### config.mk
export PLATFORM = sky130hd
export DESIGN_NAME = m_btnsw_in
export DESIGN_NICKNAME = d
export VERILOG_FILES = /design/src/rtl/m_btnsw_in.sv
export SDC_FILE = /design/constraint.sdc
export NUM_CORES = 1
export LEC_CHECK = 0
export ABC_AREA = 1
export BUFFER_PORTS_ARGS = -buffer_cell sky130_fd_sc_hd__buf_2
export CORE_MARGIN = 5
export CORE_UTILIZATION = 63
export CTS_CLUSTER_DIAMETER = 30
export DETAILED_ROUTE_END_ITERATION = 10
export GPL_TIMING_DRIVEN = 0
export PLACE_DENSITY = 0.8
export SKIP_LAST_GASP = 1
export SLEW_MARGIN = 15
export SYNTH_ARGS = -nofsm -noshare
export SYNTH_HDL_FRONTEND = slang
export SYNTH_SLANG_ARGS = --single-unit
### constraint.sdc
create_clock -name CLK -period 4.1 [get_ports CLK]
set_clock_uncertainty 0.1 [all_clocks]
set_input_delay 0.82 -clock CLK [delete_from_list [all_inputs] [get_ports CLK]]
set_output_delay 0.82 -clock CLK [all_outputs]
set_load 0.005 [all_outputs]
### src/rtl/m_btnsw_in.sv
// m_btnsw_in: synchronizes, debounces and edge-detects 5 push buttons and 16 slide switches.
// Ports: CLK, RST_X (async, active-low), w_btn_in[4:0] {u,d,l,r,c}, w_sw_in[15:0] raw inputs;
//        r_btn/r_sw debounced levels, r_btn_press/r_btn_release/r_sw_chg/r_sw_chg_mask pulses.
module m_btnsw_in #(
   parameter int TICK_CYCLES  = 16000,
   parameter int STABLE_TICKS = 4
) (
   input  logic        CLK,
   input  logic        RST_X,
   input  logic [4:0]  w_btn_in,
   input  logic [15:0] w_sw_in,
   output logic [4:0]  r_btn,
   output logic [4:0]  r_btn_press,
   output logic [4:0]  r_btn_release,
   output logic [15:0] r_sw,
   output logic        r_sw_chg,
   output logic [15:0] r_sw_chg_mask
);

   localparam int NB = 21;
   localparam int TW = (TICK_CYCLES > 1) ? $clog2(TICK_CYCLES) : 1;
   localparam int CW = $clog2(STABLE_TICKS + 1);
   localparam logic [TW-1:0] TICK_LAST = TW'(TICK_CYCLES - 1);
   localparam logic [CW-1:0] ST_LAST = CW'(STABLE_TICKS - 1);

   logic [NB-1:0] sync1;
   logic [NB-1:0] sync2;
   logic [NB-1:0] deb;
   logic [NB-1:0] deb_nxt;
   logic [NB-1:0] acc;
   logic [TW-1:0] tcnt;
   logic          tick;
   logic [CW-1:0] st_cnt [NB];
   logic [CW-1:0] st_nxt [NB];

   // Buttons occupy [4:0], switches [20:5] of every 21-bit vector.
   always_ff @(posedge CLK or negedge RST_X) begin
      if (!RST_X) begin
         sync1 <= '0;
         sync2 <= '0;
      end else begin
         sync1 <= {w_sw_in, w_btn_in};
         sync2 <= sync1;
      end
   end

   assign tick = (tcnt == TICK_LAST);

   always_ff @(posedge CLK or negedge RST_X) begin
      if (!RST_X) begin
         tcnt <= '0;
      end else if (tick) begin
         tcnt <= '0;
      end else begin
         tcnt <= tcnt + 1'b1;
      end
   end

   // A bit is accepted on the tick that completes STABLE_TICKS
   // consecutive samples disagreeing with the debounced level.
   always_comb begin
      deb_nxt = deb;
      acc     = '0;
      for (int i = 0; i < NB; i++) begin
         st_nxt[i] = st_cnt[i];
         if (tick) begin
            if (sync2[i] == deb[i]) begin
               st_nxt[i] = '0;
            end else if (st_cnt[i] == ST_LAST) begin
               st_nxt[i]  = '0;
               deb_nxt[i] = sync2[i];
               acc[i]     = 1'b1;
            end else begin
               st_nxt[i] = st_cnt[i] + 1'b1;
            end
         end
      end
   end

   always_ff @(posedge CLK or negedge RST_X) begin
      if (!RST_X) begin
         deb    <= '0;
         st_cnt <= '{default: '0};
      end else begin
         deb    <= deb_nxt;
         st_cnt <= st_nxt;
      end
   end

   // Pulses load on the same edge as the level, so they line up
   // with the first cycle the new level is visible.
   always_ff @(posedge CLK or negedge RST_X) begin
      if (!RST_X) begin
         r_btn_press   <= '0;
         r_btn_release <= '0;
         r_sw_chg      <= 1'b0;
         r_sw_chg_mask <= '0;
      end else begin
         r_btn_press   <= acc[4:0] & deb_nxt[4:0];
         r_btn_release <= acc[4:0] & ~deb_nxt[4:0];
         r_sw_chg      <= |acc[20:5];
         r_sw_chg_mask <= acc[20:5];
      end
   end

   assign r_btn = deb[4:0];
   assign r_sw  = deb[20:5];

endmodule

After elaboration in Yosys (flattened, before gate mapping)
Index checks and enable logic that the tools add are counted.

word-level totals
  register bits = 167
  input port bits = 23
  output and inout bits = 48

cells by class
  add/subtract/negate cells = 22
  equal/unequal tests = 43
  mux-type cells = 121
  bitwise operators = 19
  reductions and logical operators = 17

operators with widths
  cell                                                                   count
  3-bit two-way mux                                                      42
  1-bit two-way mux                                                      78
  3-bit by 1-bit adder with 3-bit output, second input constant          21
  3-bit by 2-bit equality test with 1-bit output, second input constant  21
  3-bit AND reduction                                                    16
  1-bit equality test                                                    21
  1-bit inverter                                                         16
  16-bit OR reduction                                                    1
  14-bit by 1-bit adder with 14-bit output, second input constant        1
  14-bit equality test, second input constant                            1
  14-bit two-way mux                                                     1
  5-bit AND                                                              2
  5-bit inverter                                                         1

Depth between registers and ports, before layout
  depth in word-level cells = 6
  gate-level depth with buffers = 10
  mapped depth without buffers = 9

Least setup slack after synthesis
No wires, ideal clock.

  path type = reg2reg
  start = reg tcnt[0]
  end = reg deb[15]
  setup time = 0.121 ns
  arrival time = 1.370 ns
  data required time = 3.879 ns
  slack = 2.509 ns
  stages on the path, launching flop included = 10
  path buffers = 1
  cells stage by stage = dfrtp_1 ha_1 nand2_1 nor2_1 nand2_2 nor2_8 buf_6 nand2_1 nand2_1 o21ai_1

between the ends
  longest elaborated chain between the ends = 2

RTL lines
  item                                  RTL line  RTL
  start, declared                       31        logic [TW-1:0] tcnt;
  start signal, assigned                55        tcnt <= tcnt + 1'b1;
  14-bit equality test                  47        assign tick = (tcnt == TICK_LAST);
  3-bit AND reduction (no source line)  --
  end signal, assigned                  85        deb <= deb_nxt;
  end, declared                         28        logic [NB-1:0] deb;

Every way passes these cells.
A chain may end at the register's enable or synchronous reset.

Worst setup path after layout
  start = reg deb[2]
  end = out r_btn[2]

RTL lines
  item           RTL line  RTL
  end, declared  12        output logic [4:0] r_btn,

No word-level cell between the ends.

==> flow_summary.toml <==
[run_status]
status = "finished, final reports clean"

[timing]
fin_tns_setup_ps = 0
slew_viol_final = 0
grt_setup_unrepaired = "no"
setup_viol = 0
tightest_slew_ps = 749
period_share = 0.498
slew_headroom = 0.501
min_period_ps = 2040
max_freq_mhz = 490
finalHoldViolCount = 0
fin_ws_ps = 2060

[grt]
use_met3 = 0.0737
grt_util_met1 = 0.264
grt_max_degree = 105
grt_use_total = 0.227
overflow = 0
grt_pass1_vias = 5181
antenna_found_initial = 0
grt_first_pass_wirelength_mm = 23.2
met2_usage = 0.399
busiest_layer = "met2"

[drt]
wirelength_mm = 13.4
ant_nets = 0
drc = 0
firstDrtPassIters = 5
drt_iter0_drc = 395
wl_per_cell_um = 13.9
viasPerCell = 5.10
vias = 4913

[finish]
fin_nets = 858
utilization = 0.748
syn2layout_area_growth_pct = 16.7
fin_area_sq_mm = 0.00807
drive_above_1_share = 0.166
n_antenna_cell = 0

[logic_synthesis]
ys_ff_latch = 167
synth_edf_count = 0
synth_area_sq_mm = 0.00692
syn_avg_cell_area_sq_um = 9.57
syn-num-nets = 768
ys_seq_area_frac = 0.604
syn_inst = 723
ys.flop_type = "dfrtp_1"
synth-warning-count = 0
async_reset_ff_frac = 1.00
synth_cell_types = 31

[clock_network]
tritoncts = "built"
insertion_delay_ps = 540
cts_setup_buffers = 0
post_cts_resized = 0
cts_buffer_depth = 2
clkTransAtPathRegs_ps = 60
root_buffer = "clkbuf_8"
cts.sinks = 167
cts_max_level = 4
cts_buffers = 17
cts_hold_buf = 0

[critical_path]
required_ps = 3180
cp_max_fo = 4
crit_chain = "buf_2"
path_delay_family = "flip-flops"
crit_arrival_ps = 1120
cp-end-kind = "output port"
crit_slowest_cell = "dfrtp_1"
cp-start-kind = "flip-flop"
crit_type = "reg -> out"
slowest_delay_ps = 430
path_buf_inv = 1

[min_path]
hold_path_class = "in -> async"

[pwr]
peakVddDrop_mv = 0.558
p_per_area_mw_per_mm2 = 415
p_leak_uw = 0.00429

[place]
port_buffers = 70
place_worst_setup_slack_ps = 2200
placed_area_sq_mm = 0.00748
globalplace.congestion = 0.823
post-dp-hpwl_mm = 9.15

[die]
initial_utilization = 0.641
die_area_sq_mm = 0.0132
rows = 38
die_x_um = 115
dieHeight_um = 115
ios = 71
core_sq_mm = 0.0108

[job]
maxCapViolCount = 0
final cells by class:
class	instances	area, sq um
sequential	167	4180
fill	731	2720
multi-input combinational	434	2230
clock buffer	21	439
inverter	108	405
timing repair buffer	71	388
tap	140	175
clock inverter	9	151
buffer	14	108
state kept, by name (all words and copies together), names as in the netlist:
name	cells
st_cnt	63
tcnt	14
r_btn_release	5
r_sw_chg	1
sync2	21
r_btn_press	5
sync1	21
deb	21
r_sw_chg_mask	16
placed cells by master (no fill, tap or decap), types with 2 or more instances in the layout:
cell         n
nor2_1     101
nand3_1     18
o21a_1       5
nand4_2     10
o21bai_1     2
xor2_1       4
nor3_1       3
nand4_1      4
nor3_2       6
nand2_1    168
buf_6        6
buf_2       74
clkinv_1     2
a21oi_1      5
clkbuf_1     5
nand2_2      7
ha_1        22
clkbuf_8     2
xnor2_1      8
o21ai_0     17
nand3b_1     3
clkinv_2     3
a21boi_1     4
nor4_1       2
bufinv_16    4
o21ai_1     41
dfrtp_1    167
inv_1      105
clkbuf_16   16
power breakdown:
part | switching (uW) | total (uW) | internal, uW
clock network | 604 | 1600 | 996
registers | 9.72 | 1680 | 1670
logic | 52.6 | 72.7 | 20.1
per-layer routing:
| layer | part of all wire | vias up |
|---|---|---|
| met5 | 0 | - |
| li1 | - | 2424 |
| met1 | 0.40 | 2356 |
| met3 | 0.059 | 22 |
| met4 | 0.018 | 0 |
| met2 | 0.52 | 111 |
kinds of logic (layout without fill, tap and decap cells):
logic type | count (synthesis) | after routing | share of synthesized area
compound gates | 74 | 74 | 0.0575
xor+xnor | 12 | 12 | 0.0152
fa+ha+maj | 22 | 22 | 0.0398
buf+inv | 122 | 223 | 0.0742
flops | 167 | 167 | 0.604
simple gates | 326 | 326 | 0.209
cells in the mapped netlist, types with 5 or more instances:
cell | number | area [sq um]
nand3_1 | 18 | 90.1
o21ai_0 | 17 | 85.1
buf_6 | 6 | 67.6
ha_1 | 22 | 275
buf_2 | 5 | 25.0
nand2_1 | 168 | 631
o21ai_1 | 41 | 205
nor3_2 | 6 | 60.1
nor2_1 | 101 | 379
nand2_2 | 7 | 43.8
xnor2_1 | 8 | 70.1
dfrtp_1 | 167 | 4180
nand4_2 | 10 | 125
o21a_1 | 5 | 37.5
a21oi_1 | 5 | 25.0
inv_1 | 105 | 394
worst paths after layout:
| kind | from | endpoint | slack [ps] | depth (start not counted) |
|---|---|---|---|---|
| setup / recovery | deb[2] | r_btn[2] | 2060 | 1 |
| hold / removal | RST_X | sync2[4] | 210 | 1 |
| max in group asynchronous | RST_X | st_cnt[12] | 2930 | 2 |
| min in group CLK | sync1[5] | sync2[5] | 250 | 0 |
| setup reg to reg | tcnt[0] | st_cnt[49] | 2170 | 9 |
| hold reg to reg | sync1[5] | sync2[5] | 250 | 0 |
per-stage QoR:
step,std cells,hold WS [ps],total power (uW)
2_1_floorplan,723,231,1730
3_3_place_gp,933,233,1780
3_5_place_dp,934,235,1780
4_1_cts,964,245,3380
5_1_grt,964,243,3480
6_report,964,214,3350
(Power assumes the default switching activity.)
